### config.mk
export PLATFORM = sky130hd
export DESIGN_NAME = bcd_converter
export DESIGN_NICKNAME = d
export VERILOG_FILES = /design/src/rtl/bcd_converter_pkg.sv /design/src/rtl/bcd_converter_digit_adjust.sv /design/src/rtl/bcd_converter.sv
export SDC_FILE = /design/constraint.sdc
export NUM_CORES = 1
export LEC_CHECK = 0
export ABC_AREA = 1
export BUFFER_PORTS_ARGS = -buffer_cell sky130_fd_sc_hd__buf_2
export CAP_MARGIN = 20
export CELL_PAD_IN_SITES_DETAIL_PLACEMENT = 1
export CELL_PAD_IN_SITES_GLOBAL_PLACEMENT = 1
export CORE_AREA = 2 2 85 87
export DETAILED_ROUTE_END_ITERATION = 12
export DIE_AREA = 0 0 87 89
export GPL_TIMING_DRIVEN = 0
export PLACE_DENSITY_LB_ADDON = 0.1
export SLEW_MARGIN = 20
export SYNTH_ARGS = -nofsm -noshare
export SYNTH_HDL_FRONTEND = slang
export SYNTH_HIERARCHICAL = 1
export SYNTH_SLANG_ARGS = --single-unit
### constraint.sdc
create_clock -name clk -period 4.45 [get_ports clk]
set_input_delay 0.2225 -clock clk [delete_from_list [all_inputs] [get_ports clk]]
set_output_delay 0.2225 -clock clk [all_outputs]
set_load 0.02 [all_outputs]
### src/rtl/bcd_converter_pkg.sv
// Shared display-path types for the binary-to-BCD converter.
// Holds the FSM state type, nibble width and the digit-count helper.
package bcd_converter_pkg;

   typedef enum logic {
      IDLE,
      SHIFT
   } state_t;

   localparam int BCD_NIBBLE_W = 4;

   // Smallest digit count d with 10^d > 2^in_w.
   function automatic int digits_needed(input int in_w);
      longint unsigned lim;
      longint unsigned p;
      int d;
      lim = 64'd1 << in_w;
      p = 64'd1;
      d = 0;
      while (p <= lim) begin
         p = p * 64'd10;
         d++;
      end
      return d;
   endfunction

endpackage

### src/rtl/bcd_converter_digit_adjust.sv
// Double-dabble nibble correction: a digit of 5..9 gets +3
// so that the following left shift carries into the next digit.
module bcd_digit_adjust
   import bcd_converter_pkg::*;
(
   input  logic [BCD_NIBBLE_W-1:0] nib,
   output logic [BCD_NIBBLE_W-1:0] adj
);

   always_comb begin
      adj = nib;
      if (nib >= BCD_NIBBLE_W'(5)) adj = nib + BCD_NIBBLE_W'(3);
   end

endmodule

### src/rtl/bcd_converter.sv
// Sequential binary-to-BCD converter (shift-and-add-3) with sign
// and leading-zero mask, feeding the per-digit 7-segment decoders.
module bcd_converter
   import bcd_converter_pkg::*;
#(
   parameter int IN_W   = 12,
   parameter int DIGITS = 4,
   parameter bit SIGNED = 1'b1
) (
   input  logic                           clk,
   input  logic                           rst,
   input  logic                           start,
   input  logic [IN_W-1:0]                din,
   output logic                           busy,
   output logic                           done,
   output logic [BCD_NIBBLE_W*DIGITS-1:0] bcd_out,
   output logic                           sign_out,
   output logic [DIGITS-1:0]              lz_mask
);

   localparam int BW = BCD_NIBBLE_W * DIGITS;
   localparam int CW = $clog2(IN_W + 1);
   localparam logic [DIGITS-1:0] LZ_RST = {{(DIGITS-1){1'b1}}, 1'b0};

   if (DIGITS < digits_needed(IN_W)) begin : g_bad_digits
      $fatal(1, "bcd_converter: DIGITS too small for IN_W");
   end

   state_t          state;
   logic [BW-1:0]   work;
   logic [IN_W-1:0] mag;
   logic [CW-1:0]   count;
   logic            neg;

   logic [BW-1:0]     adj;
   logic [BW-1:0]     nxt_work;
   logic [IN_W-1:0]   nxt_mag;
   logic [IN_W-1:0]   in_mag;
   logic [DIGITS-1:0] nxt_lz;
   logic              in_neg;
   logic              unused_msb;

   for (genvar k = 0; k < DIGITS; k++) begin : g_adj
      bcd_digit_adjust u_adj (
         .nib (work[k*BCD_NIBBLE_W +: BCD_NIBBLE_W]),
         .adj (adj[k*BCD_NIBBLE_W +: BCD_NIBBLE_W])
      );
   end

   // Top adjusted bit never carries out when DIGITS is large enough.
   assign unused_msb = adj[BW-1];
   assign nxt_work   = {adj[BW-2:0], mag[IN_W-1]};
   assign nxt_mag    = {mag[IN_W-2:0], 1'b0};

   assign in_neg = SIGNED && din[IN_W-1];
   assign in_mag = in_neg ? (~din + IN_W'(1)) : din;

   always_comb begin
      logic hi;
      hi = 1'b1;
      nxt_lz = '0;
      for (int k = DIGITS - 1; k >= 1; k--) begin
         hi = hi && (nxt_work[k*BCD_NIBBLE_W +: BCD_NIBBLE_W] == '0);
         nxt_lz[k] = hi;
      end
   end

   always_ff @(posedge clk or posedge rst) begin
      if (rst) begin
         state    <= IDLE;
         busy     <= 1'b0;
         done     <= 1'b0;
         work     <= '0;
         mag      <= '0;
         count    <= '0;
         neg      <= 1'b0;
         bcd_out  <= '0;
         sign_out <= 1'b0;
         lz_mask  <= LZ_RST;
      end else begin
         done <= 1'b0;
         unique case (state)
            IDLE: begin
               if (start) begin
                  mag   <= in_mag;
                  work  <= '0;
                  count <= CW'(IN_W);
                  neg   <= in_neg;
                  busy  <= 1'b1;
                  state <= SHIFT;
               end
            end
            SHIFT: begin
               work  <= nxt_work;
               mag   <= nxt_mag;
               count <= count - CW'(1);
               if (count == CW'(1)) begin
                  bcd_out  <= nxt_work;
                  lz_mask  <= nxt_lz;
                  sign_out <= neg && (nxt_work != '0);
                  done     <= 1'b1;
                  busy     <= 1'b0;
                  state    <= IDLE;
               end
            end
            default: state <= IDLE;
         endcase
      end
   end

endmodule

Word-level counts from Yosys, hierarchy flattened
Index checks and enable logic that the tools add are counted.
{"block": "totals", "ff_bits": 56, "in_bits": 15, "word_cells": 54}
{"block": "op_classes", "add_sub_neg": 6, "n_lt_le_gt_ge": 4, "n_eq_ne": 3, "mux": 19, "bitwise_logic": 2, "reduce_logical": 10}
{"operator": "$pmux W16 S2", "n": 1}
{"operator": "$mux W12", "n": 2}
{"operator": "$pmux W12 S2", "n": 1}
{"operator": "$ge A4 B3 Y1 const B", "n": 4}
{"operator": "$mux W16", "n": 1}
{"operator": "$mux W4", "n": 4}
{"operator": "$reduce_bool A16 Y1", "n": 1}
{"operator": "$add A12 B1 Y12 const B", "n": 1}
{"operator": "$add A4 B2 Y4 const B", "n": 3}
{"operator": "$logic_not A4 Y1", "n": 3}
{"operator": "$not A12 Y12", "n": 1}
{"operator": "$pmux W4 S2", "n": 1}
{"operator": "$mux W1", "n": 6}
{"operator": "$reduce_and A2 Y1", "n": 3}
{"operator": "$eq A4 B1 Y1 const B", "n": 1}
{"operator": "$pmux W1 S2", "n": 2}
{"operator": "$sub A4 B1 Y4 const B", "n": 1}
{"operator": "$add A3 B2 Y3 const B", "n": 1}
{"operator": "$logic_and A1 B1 Y1", "n": 3}
{"operator": "$mux W3", "n": 1}
{"operator": "$ne A2 B1 Y1 const B", "n": 1}
{"operator": "$ne A2 B2 Y1 const B", "n": 1}
{"operator": "$not A1 Y1", "n": 1}

Logic depth before layout (Yosys ltp)
Gate-level depths: netlist of the first run.
{"block": "logic_depth", "ltp_word": 5, "ltp_mapped": 13, "ltp_nobuf": 13}

Hierarchy
Netlist of the first run, hierarchy kept.
{"module": "bcd_converter", "instances": 1, "cells_per_inst": 293, "area_per_inst_um2": 2607.5}
{"module": "bcd_digit_adjust", "instances": 4, "cells_per_inst": 23, "area_per_inst_um2": 135.1}

Worst setup path before layout of the first run
No wires, ideal clock.
{"block": "synth_path", "path_kind": "register to register", "startpoint": "register work[12]", "endpoint": "register lz_mask[1]", "t_arrival_ns": 1.543, "required_time_ns": 4.371, "setup_slack_ns": 2.828, "stages_incl_launch_ff": 12, "path_buffers": 0, "period_less_slack_ns": 1.622, "cell_sequence": "dfrtp_1 inv_1 ha_1 nor2_4 nor2_4 nand2_1 o21ai_2 inv_1 nand4_1 nor2_1 nand2_1 o21ai_0"}
{"block": "synth_via", "elab_chain_cells": 5, "word_cells_on_any_way": 6}
{"element": "start: declaration", "line": "bcd_converter.sv:30", "rtl": "logic [BW-1:0] work;"}
{"element": "start signal: assignment", "line": "bcd_converter.sv:94", "rtl": "work <= nxt_work;"}
{"element": "$ge A4 B3 Y1 / $add A3 B2 Y3 (equally long branches)", "line": "bcd_converter_digit_adjust.sv:12", "rtl": "if (nib >= BCD_NIBBLE_W'(5)) adj = nib + BCD_NIBBLE_W'(3);"}
{"element": "$mux W3 *", "line": "bcd_converter_digit_adjust.sv:12"}
{"element": "named net adj[13]", "line": "bcd_converter.sv:35", "rtl": "logic [BW-1:0] adj;"}
{"element": "$logic_not A4 Y1 *", "line": "bcd_converter.sv:63", "rtl": "hi = hi && (nxt_work[k*BCD_NIBBLE_W +: BCD_NIBBLE_W] == '0);"}
{"element": "$logic_and A1 B1 Y1 * (2 in series)", "line": "bcd_converter.sv:63"}
{"element": "end signal: assignment", "line": "bcd_converter.sv:99", "rtl": "lz_mask <= nxt_lz;"}
{"element": "end: declaration", "line": "bcd_converter.sv:18", "rtl": "output logic [DIGITS-1:0] lz_mask"}
Mark *: on every way through the listed nets, which the timed path passes. The rest lies on a longest branch.
A chain may end at the register's enable or synchronous reset.

Worst setup path after layout of the first run
{"block": "layout_path", "startpoint": "register work[8]", "endpoint": "register lz_mask[1]"}
{"block": "layout_via", "elab_chain_cells": 5, "word_cells_on_any_way": 7}
{"element": "$add A4 B2 Y4 / $ge A4 B3 Y1 (equally long branches)", "line": "bcd_converter_digit_adjust.sv:12"}
{"element": "$mux W4 *", "line": "bcd_converter_digit_adjust.sv:12"}
{"element": "named net adj[11]", "line": "bcd_converter.sv:35"}
{"element": "$logic_not A4 Y1 *", "line": "bcd_converter.sv:63"}
{"element": "$logic_and A1 B1 Y1 * (2 in series)", "line": "bcd_converter.sv:63"}
Marked as above.

==> results of run 1 <==
## metrics by stage
step	setup WS [ns]	cell area, um^2	utilization
after detailed placement	2.56	3400	0.507
after CTS	2.54	3500	0.521
final	2.57	3500	0.521
after global placement	2.14	3400	0.506
after global routing	2.34	3500	0.521
after floorplan	2.86	3120	-
## path summary, 6_finish.rpt
kind,from,end,slack [ns],cells past startpoint
max,work[8]$_DFFE_PP0P_,lz_mask[1]$_DFFE_PP1P_,2.57,10
min,rst,mag[9]$_DFFE_PP0P_,0.01,2
max reg2reg,work[8]$_DFFE_PP0P_,lz_mask[1]$_DFFE_PP1P_,2.57,10
min reg2reg,lz_mask[2]$_DFFE_PP1P_,lz_mask[2]$_DFFE_PP1P_,0.48,2
max in group asynchronous,rst,work[2]$_DFFE_PP0P_,3.97,2
min in group clk,din[10],mag[10]$_DFFE_PP0P_,0.23,4
## worst register-to-register path: cells and delay by family, from the launching register on
family | cells | cell delay (ns)
compound gates | 2 | 0.21
fa+ha+maj | 1 | 0.24
buf+inv | 2 | 0.23
simple gates | 5 | 0.68
flops | 1 | 0.44
## flip-flops by register name, summed over array words and instances, names as in the netlist
signal and cells:
mag 12, bcd_out 16, state 1, count 4, sign_out 1, lz_mask 3, neg 1, work 16
done 1, busy 1
## cell type report
type | instances | area (um^2)
clock buffers | 7 | 86.3
well taps | 80 | 100
fillers | 858 | 3220
flip-flops and latches | 56 | 1410
repair buffers | 36 | 180
plain buffers | 11 | 92.6
clock inverters | 1 | 7.51
inverters | 54 | 210
multi-input cells | 259 | 1420
## cells in the final DEF (no fill, tap or decap)
cell and instances:
a21oi_1 2, a21oi_2 3, a22oi_1 10, buf_2 38, buf_4 1, buf_6 6, clkbuf_1 3, clkbuf_8 6
clkinvlp_4 1, conb_1 1, dfrtp_1 53, dfstp_2 3, ha_1 11, inv_1 45, inv_2 6, inv_4 3
nand2_1 100, nand2_2 5, nand3_1 20, nand4_1 5, nor2_1 30, nor2_4 8, nor2_8 1, nor3_1 2
o211ai_1 1, o21ai_0 34, o21ai_1 2, o21ai_2 21, o22ai_1 1, or2_1 1, xor2_1 1
## per-layer routing
layer / up-vias / global-route usage
li1: 1299 / -
met2: 29 / 0.364
met1: 1253 / 0.272
met3: 5 / 0.0305
met4: 0 / 0.0412
met5: - / 0
## power by group through the flow
stage	clock network, mW	registers (mW)	logic (mW)
4_1_cts	0.298	0.895	1.27
6_report	0.294	0.893	1.25
3_3_place_gp	0	0.892	1.21
2_1_floorplan	0	0.970	0.855
5_1_grt	0.318	0.929	1.41
3_5_place_dp	0	0.903	1.27
==> flow_summary.html, run 1 <==
<table>
<tr><th>Metric</th><th>Value</th></tr>
<tr><th colspan="2">Drt</th></tr>
<tr><td>DRC violations left</td><td>0</td></tr>
<tr><td>Met3 routed WL</td><td>roughly 150 um</td></tr>
<tr><td>Vias per Instance</td><td>between 5 and 6</td></tr>
<tr><td>Routed WL per cell</td><td>14.2 um</td></tr>
<tr><td>Antenna Nets Post-Route</td><td>0</td></tr>
<tr><td>Routed vias</td><td>2586</td></tr>
<tr><td>Wl on met1</td><td>3370 um</td></tr>
<tr><td>Initial drt markers</td><td>74</td></tr>
<tr><td>Routed met2 length</td><td>3580 um</td></tr>
<tr><td>Number of iterations in the first detailed-routing pass</td><td>4</td></tr>
<tr><td>Highest layer used for signal routing</td><td>met4</td></tr>
<tr><td>Drt total wl</td><td>7150 um</td></tr>
<tr><th colspan="2">Worst setup path</th></tr>
<tr><td>Worst path max stage delay</td><td>0.44 ns</td></tr>
<tr><td>Crit path max-delay family</td><td>simple AND/OR/NAND/NOR gates</td></tr>
<tr><td>Critical path, cell by cell</td><td>inv_1 &gt; ha_1 &gt; nor2_4 &gt; nor2_4 &gt; a21oi_2 &gt; inv_1 &gt; nand4_1 &gt; nor2_1 &gt; nand2_1 &gt; o21ai_0</td></tr>
<tr><td>Kind of critical path</td><td>reg2reg</td></tr>
<tr><td>Top fanout value on the critical path</td><td>5</td></tr>
<tr><td>Worst setup SP type</td><td>register</td></tr>
<tr><td>Req. time, crit path</td><td>4.69 ns</td></tr>
<tr><td>CP endpoint kind</td><td>register</td></tr>
<tr><td>Number of buffers and inverters on the critical path</td><td>2</td></tr>
<tr><td>Arrival @ worst endpoint</td><td>2.12 ns</td></tr>
<tr><td>Slowest stage cell on the critical path</td><td>dfrtp_1</td></tr>
<tr><th colspan="2">CTS</th></tr>
<tr><td>Clock slew at the register clock pins of the worst setup and hold paths</td><td>0.10 ns</td></tr>
<tr><td>CTS H-tree lvls</td><td>2</td></tr>
<tr><td>Post-CTS Hold Buffers</td><td>0</td></tr>
<tr><td>Maximum number of buffers from clock root to sink</td><td>2</td></tr>
<tr><td>Cell chosen for the clock root</td><td>clkbuf_8</td></tr>
<tr><td>Number of buffers inserted by post-CTS setup repair</td><td>0</td></tr>
<tr><td>Clock insertion delay at the later pin of the skew report</td><td>between 0.3 and 0.4 ns</td></tr>
<tr><td>CTS tree</td><td>yes</td></tr>
<tr><td>Clk sinks</td><td>56</td></tr>
<tr><td>Number of CTS-inserted buffers</td><td>5</td></tr>
<tr><td>Gates resized, CTS repair</td><td>0</td></tr>
<tr><th colspan="2">Cells and area</th></tr>
<tr><td>Number of nets in the layout</td><td>449</td></tr>
<tr><td>Count of antenna diodes in the layout</td><td>0</td></tr>
<tr><td>Layout cells sized above 1</td><td>0.241</td></tr>
<tr><td>Synthesis-to-layout area growth</td><td>12.1%</td></tr>
<tr><td>Final Instance Count excl. Fillers</td><td>approximately 500</td></tr>
<tr><th colspan="2">Power</th></tr>
<tr><td>Power share of the combinational group</td><td>0.513</td></tr>
<tr><td>Net switching power</td><td>1.14 mW</td></tr>
<tr><td>Total power per unit cell area</td><td>~700 mW/mm^2</td></tr>
<tr><td>Leakage dissipation</td><td>approximately 1.8 nW</td></tr>
<tr><td>Switching power as a share of total power</td><td>0.468</td></tr>
<tr><td>Final Power</td><td>around 2.4 mW</td></tr>
<tr><td>Worst voltage drop across the vdd grid</td><td>0.237 mV</td></tr>
<tr><td>Int Pwr</td><td>approximately 1.3 mW</td></tr>
<tr><td>Fraction of power consumed by sequential logic</td><td>0.366</td></tr>
<tr><td>Part of the total power dissipated in the clock network</td><td>0.121</td></tr>
<tr><th colspan="2">Floorplan</th></tr>
<tr><td>Starting density of the core</td><td>0.465</td></tr>
<tr><td>I/O Pins</td><td>38</td></tr>
<tr><td>Number of rows created at floorplan</td><td>30</td></tr>
<tr><td>Die extent in x</td><td>87 um</td></tr>
<tr><td>Area of the die</td><td>0.00774 mm^2</td></tr>
<tr><td>Core Region</td><td>0.00672 mm^2</td></tr>
<tr><td>Die boundary height</td><td>89 um</td></tr>
<tr><th colspan="2">Global route</th></tr>
<tr><td>Maximum number of pins on one net before global-route repair</td><td>57</td></tr>
<tr><td>Total routing usage reported by global routing</td><td>0.206</td></tr>
<tr><td>Number of antenna violations at the first check in global routing</td><td>0</td></tr>
<tr><td>Wire length of the first global-routing pass</td><td>12600 um</td></tr>
<tr><td>GRT Residual Overflow</td><td>0</td></tr>
<tr><td>Via count of the first global-routing pass</td><td>2634</td></tr>
<tr><th colspan="2">Job</th></tr>
<tr><td>Number of maximum-capacitance constraint violations</td><td>0</td></tr>
<tr><th colspan="2">STA</th></tr>
<tr><td>Slew at the pin closest to its max-slew limit</td><td>0.691 ns</td></tr>
<tr><td>RSZ-0062 raised after global routing</td><td>no</td></tr>
<tr><td>Clock period minus worst slack</td><td>1.88 ns</td></tr>
<tr><td>Peak clock frequency supported by timing</td><td>between 500 and 600 MHz</td></tr>
<tr><td>Number of max-slew violations in the final report</td><td>0</td></tr>
<tr><td>Final hold violation count</td><td>0</td></tr>
<tr><td>Period utilization</td><td>0.423</td></tr>
<tr><td>Remaining max-slew budget at the tightest pin</td><td>0.540</td></tr>
<tr><td>Setup_tns</td><td>0 ns</td></tr>
<tr><td>Tightest hold margin</td><td>0.0147 ns</td></tr>
<tr><td>Setup-failing EPs final</td><td>0</td></tr>
<tr><td>Maximum clock skew at final layout</td><td>0.0114 ns</td></tr>
<tr><th colspan="2">Synth</th></tr>
<tr><td>Post-synthesis instance area</td><td>0.00312 mm^2</td></tr>
<tr><td>Post-Synthesis Net Count</td><td>slightly above 400</td></tr>
<tr><td>Synthesis warning total</td><td>6</td></tr>
<tr><td>Post-synthesis average cell area</td><td>just over 8 um^2</td></tr>
<tr><td>Cells after synthesis</td><td>380</td></tr>
<tr><th colspan="2">Placement</th></tr>
<tr><td>Inst Count DP</td><td>~500</td></tr>
<tr><td>Sum of net half-perimeters after detailed placement</td><td>about 5500 um</td></tr>
<tr><td>Final Wtd Congestion</td><td>0.781</td></tr>
<tr><td>IO Port Bufs</td><td>36</td></tr>
<tr><th colspan="2">Outcome</th></tr>
<tr><td>Status</td><td>finished, final reports clean</td></tr>
<tr><th colspan="2">Hold path</th></tr>
<tr><td>Worst min path class</td><td>in2async</td></tr>
</table>
Power figures use the tool's default switching activity.
==> run 2, diff against run 1 <==
--- a/config.mk
+++ b/config.mk
@@ -5,14 +5,14 @@
 export SDC_FILE = /design/constraint.sdc
 export NUM_CORES = 1
 export LEC_CHECK = 0
-export ABC_AREA = 1
+export ABC_AREA = 0
 export BUFFER_PORTS_ARGS = -buffer_cell sky130_fd_sc_hd__buf_2
 export CAP_MARGIN = 20
 export CELL_PAD_IN_SITES_DETAIL_PLACEMENT = 1
 export CELL_PAD_IN_SITES_GLOBAL_PLACEMENT = 1
-export CORE_AREA = 2 2 85 87
+export CORE_AREA = 2 2 89 91
 export DETAILED_ROUTE_END_ITERATION = 12
-export DIE_AREA = 0 0 87 89
+export DIE_AREA = 0 0 91 93
 export GPL_TIMING_DRIVEN = 0
 export PLACE_DENSITY_LB_ADDON = 0.1
 export SLEW_MARGIN = 20
==> constraint.sdc (replaced) <==
create_clock -name clk -period 1.55 [get_ports clk]
set_input_delay 0.0775 -clock clk [delete_from_list [all_inputs] [get_ports clk]]
set_output_delay 0.0775 -clock clk [all_outputs]
set_load 0.02 [all_outputs]
==> run 2 against run 1 <==
Effect of this change:
- the flow now finishes with violations (setup timing)
- via count shrank 4.5%
- non-clock buffer count is 31 higher
- die area is 9.3% higher
- fmax increased by 2.1%
- global-route usage down 2.0 points
- sequential cell count unchanged
- worst setup slack worse by 2.9 ns
- clock skew grew 0.0034 ns
- sequential power rose to 2.9 times the previous value
- utilization is 0.69 points lower
- register-to-register slack worse by 2.9 ns
- highest routed layer unchanged
==> flow_summary.html, run 2 <==
<table>
<tr><th>Metric</th><th>Value</th></tr>
<tr><th colspan="2">Outcome</th></tr>
<tr><td>Status</td><td>finished, violations left</td></tr>
<tr><td>Failing checks</td><td>setup timing</td></tr>
<tr><th colspan="2">Placement</th></tr>
<tr><td>Final Wtd Congestion</td><td>0.794 (+1.7%)</td></tr>
<tr><td>Sum of net half-perimeters after detailed placement</td><td>5270 um (-4.6%)</td></tr>
<tr><td>Minimum setup slack after placement</td><td>-0.546 ns (-3.11 ns)</td></tr>
<tr><td>IO Port Bufs</td><td>36 (unchanged)</td></tr>
<tr><th colspan="2">STA</th></tr>
<tr><td>Clock period minus worst slack</td><td>1.84 ns (-0.0390 ns)</td></tr>
<tr><td>Remaining max-slew budget at the tightest pin</td><td>0.649 (+0.109)</td></tr>
<tr><td>Number of max-slew violations in the final report</td><td>0 (unchanged)</td></tr>
<tr><td>Final WS setup</td><td>-0.292 ns (-2.86 ns)</td></tr>
<tr><td>Tightest hold margin</td><td>0.0739 ns (+0.0592 ns)</td></tr>
<tr><td>Setup-failing EPs final</td><td>11 (+11)</td></tr>
<tr><td>Final hold violation count</td><td>0 (unchanged)</td></tr>
<tr><td>Peak clock frequency supported by timing</td><td>543 MHz (+2.1%)</td></tr>
<tr><td>Maximum clock skew at final layout</td><td>0.0148 ns (+0.00341 ns)</td></tr>
<tr><td>Setup_tns</td><td>-1.77 ns (-1.77 ns)</td></tr>
<tr><td>Slew at the pin closest to its max-slew limit</td><td>0.526 ns (-0.164 ns)</td></tr>
<tr><td>Period utilization</td><td>1.19 (+0.766)</td></tr>
<tr><td>RSZ-0062 raised after global routing</td><td>yes</td></tr>
<tr><th colspan="2">Worst setup path</th></tr>
<tr><td>Top fanout value on the critical path</td><td>3 (-2)</td></tr>
<tr><td>Worst setup SP type</td><td>register</td></tr>
<tr><td>CP endpoint kind</td><td>register</td></tr>
<tr><td>Kind of critical path</td><td>reg2reg</td></tr>
<tr><td>Launch point of the worst reg-to-reg path</td><td>work[0]$_DFFE_PP0P_</td></tr>
<tr><td>Critical path startpoint</td><td>work[0]$_DFFE_PP0P_</td></tr>
<tr><td>Worst path max stage delay</td><td>0.50 ns (+0.06 ns)</td></tr>
<tr><td>Flop2flop setup slack</td><td>-0.29 ns (-2.86 ns)</td></tr>
<tr><td>Slowest stage cell on the critical path</td><td>or4_4</td></tr>
<tr><td>Critical path, cell by cell</td><td>ha_4 &gt; nand2b_4 &gt; a21oi_4 &gt; mux2i_2 &gt; or4_4 &gt; o21ai_2 &gt; o21ai_1</td></tr>
<tr><td>Arrival @ worst endpoint</td><td>2.06 ns (-0.06 ns)</td></tr>
<tr><td>Req. time, crit path</td><td>1.77 ns (-2.92 ns)</td></tr>
<tr><td>Logic depth of the worst register-to-register path</td><td>7 (-3)</td></tr>
<tr><th colspan="2">Power</th></tr>
<tr><td>Final Power</td><td>8.62 mW (+250%)</td></tr>
<tr><td>Leakage dissipation</td><td>1.80 nW (+1.1%)</td></tr>
<tr><td>Total power per unit cell area</td><td>2230 mW/mm^2 (+220%)</td></tr>
<tr><td>Worst voltage drop across the vdd grid</td><td>0.556 mV (+130%)</td></tr>
<tr><th colspan="2">Synth</th></tr>
<tr><td>Post-synthesis instance area</td><td>0.00289 mm^2 (-7.3%)</td></tr>
<tr><td>Cells after synthesis</td><td>313 (-18%)</td></tr>
<tr><td>Post-synthesis average cell area</td><td>9.24 um^2 (+13%)</td></tr>
<tr><td>Post-Synthesis Net Count</td><td>339 (-17%)</td></tr>
<tr><td>Synthesis warning total</td><td>6 (unchanged)</td></tr>
<tr><th colspan="2">Global route</th></tr>
<tr><td>GRT Residual Overflow</td><td>0 (unchanged)</td></tr>
<tr><td>Met1 track utilization from global routing</td><td>0.233 (-0.0382)</td></tr>
<tr><td>Via count of the first global-routing pass</td><td>2643 (+0.34%)</td></tr>
<tr><td>Met2 usage</td><td>0.340 (-0.0235)</td></tr>
<tr><td>Total routing usage reported by global routing</td><td>0.186 (-0.0199)</td></tr>
<tr><td>GRT busiest layer</td><td>met2</td></tr>
<tr><td>Maximum number of pins on one net before global-route repair</td><td>37 (-35%)</td></tr>
<tr><td>Number of antenna violations at the first check in global routing</td><td>0 (unchanged)</td></tr>
<tr><td>Wire length of the first global-routing pass</td><td>12800 um (+1.5%)</td></tr>
<tr><td>Global-route met3 utilization</td><td>0.0242 (-0.00630)</td></tr>
<tr><th colspan="2">Floorplan</th></tr>
<tr><td>Area of the die</td><td>0.00846 mm^2 (+9.3%)</td></tr>
<tr><td>Die boundary height</td><td>93 um (+4.5%)</td></tr>
<tr><td>I/O Pins</td><td>38 (unchanged)</td></tr>
<tr><td>Starting density of the core</td><td>0.384 (-0.0803)</td></tr>
<tr><td>Number of rows created at floorplan</td><td>32 (+6.7%)</td></tr>
<tr><td>Core Region</td><td>0.00753 mm^2 (+12%)</td></tr>
<tr><td>Die extent in x</td><td>91 um (+4.6%)</td></tr>
<tr><th colspan="2">Drt</th></tr>
<tr><td>Initial drt markers</td><td>77 (+4.1%)</td></tr>
<tr><td>Drt total wl</td><td>7730 um (+8.1%)</td></tr>
<tr><td>DRC violations left</td><td>0 (unchanged)</td></tr>
<tr><td>Vias per Instance</td><td>5.08 (-0.95%)</td></tr>
<tr><td>Number of iterations in the first detailed-routing pass</td><td>4 (unchanged)</td></tr>
<tr><td>Routed WL per cell</td><td>15.9 um (+12%)</td></tr>
<tr><td>Antenna Nets Post-Route</td><td>0 (unchanged)</td></tr>
<tr><td>Routed vias</td><td>2470 (-4.5%)</td></tr>
<tr><th colspan="2">Hold path</th></tr>
<tr><td>Worst hold path stage count</td><td>3</td></tr>
<tr><td>Worst min path class</td><td>in2reg</td></tr>
<tr><td>Min-delay src</td><td>din[8]</td></tr>
<tr><th colspan="2">Cells and area</th></tr>
<tr><td>Most common cell after layout, fill and taps aside</td><td>nand2_1</td></tr>
<tr><td>Number of nets in the layout</td><td>409 (-8.9%)</td></tr>
<tr><td>Final standard cell utilization of the core</td><td>0.514 (-0.00687)</td></tr>
<tr><td>Largest registers ranked by flip-flop count</td><td>bcd_out (16), work (16), mag (12)</td></tr>
<tr><td>Most frequent cells in the layout</td><td>73 x nand2_1, 52 x dfrtp_1, 45 x buf_2</td></tr>
<tr><td>Layout cells sized above 1</td><td>0.372 (+0.132)</td></tr>
<tr><td>Synthesis-to-layout area growth</td><td>33.7%</td></tr>
<tr><td>Total of fill cells in the finished design</td><td>890 (+3.7%)</td></tr>
<tr><td>Count of antenna diodes in the layout</td><td>0 (unchanged)</td></tr>
<tr><th colspan="2">CTS</th></tr>
<tr><td>Clock insertion delay at the later pin of the skew report</td><td>0.32 ns (about the same)</td></tr>
<tr><td>Number of CTS-inserted buffers</td><td>5 (unchanged)</td></tr>
<tr><td>Maximum number of buffers from clock root to sink</td><td>2 (unchanged)</td></tr>
<tr><td>CTS H-tree lvls</td><td>2 (unchanged)</td></tr>
<tr><td>Clk sinks</td><td>56 (unchanged)</td></tr>
<tr><td>CTS tree</td><td>yes</td></tr>
<tr><td>Cell chosen for the clock root</td><td>clkbuf_8</td></tr>
<tr><td>Clock slew at the register clock pins of the worst setup and hold paths</td><td>0.12 ns (+0.02 ns)</td></tr>
<tr><th colspan="2">Job</th></tr>
<tr><td>Number of maximum-capacitance constraint violations</td><td>0 (unchanged)</td></tr>
</table>
[run 2: cell types whose count changed in the layout (fill, tap and decap cells not counted), moves of 9 or more]
| cell | previous run | this run |
|---|---|---|
| a21oi_1 | 2 | 14 |
| a22o_1 | 0 | 13 |
| a22oi_1 | 10 | 1 |
| buf_4 | 1 | 21 |
| inv_1 | 45 | 7 |
| nand2_1 | 100 | 73 |
| nand2b_1 | 0 | 9 |
| nand3_1 | 20 | 1 |
| nor2_1 | 30 | 10 |
| o21ai_0 | 34 | 14 |
| o21ai_2 | 21 | 4 |
[run 2: timing repair]
action                     in CTS  in global routing
pin swaps                      13                 12
gates resized for setup        45                 30
setup buffers                  22                  9
setup endpoints to repair      19                 30
hold endpoints to repair       20                  0
cloned                          0                  0
hold buffers                    1                  0
[run 2: final cells by class]
| cell class | count | area (um^2) | area share |
|---|---|---|---|
| tap | 102 | 128 | 0.0330 |
| inverter | 17 | 66.3 | 0.0171 |
| clock inverter | 3 | 47.5 | 0.0123 |
| clock buffer | 5 | 68.8 | 0.0178 |
| sequential | 56 | 1410 | 0.364 |
| buffer | 15 | 73.8 | 0.0191 |
| multi-input combinational | 225 | 1660 | 0.429 |
| timing repair buffer | 63 | 417 | 0.108 |
[run 2: worst max-delay path, delay by kind of cell (launching register included)]
family	cells	cell delay [ns]
and+or+nand+nor	2	0.64
AOI/OAI and AO/OA	3	0.38
muxes	1	0.10
DFF	1	0.44
adders and majority gates	1	0.17
[run 2: layer usage]
metal	wire length, um	up-vias	part of all wire
li1	-	1192	-
met1	3340	1214	0.43
met2	4060	54	0.53
met3	235	10	0.030
met4	91	0	0.012
met5	0	-	0
[run 2: final timing paths]
path / endpoint
worst max-delay path: sign_out$_DFFE_PP0P_
worst min-delay path: mag[8]$_DFFE_PP0P_
worst max register to register: sign_out$_DFFE_PP0P_
worst min register to register: lz_mask[2]$_DFFE_PP1P_
max in group asynchronous: lz_mask[3]$_DFFE_PP1P_
min in group asynchronous: work[14]$_DFFE_PP0P_
[run 2: report_power, final]
| part | switching (mW) | internal (mW) |
|---|---|---|
| sequential | 0.511 | 2.09 |
| clock | 0.520 | 0.488 |
| combinational | 2.57 | 2.44 |
| total | 3.60 | 5.02 |
[run 2: metrics by stage]
step	cell area (um^2)	instances
finish	3870	486
global route	3870	486
floorplan	2910	313
CTS	3710	480
detailed placement	3240	452
global placement	3220	451
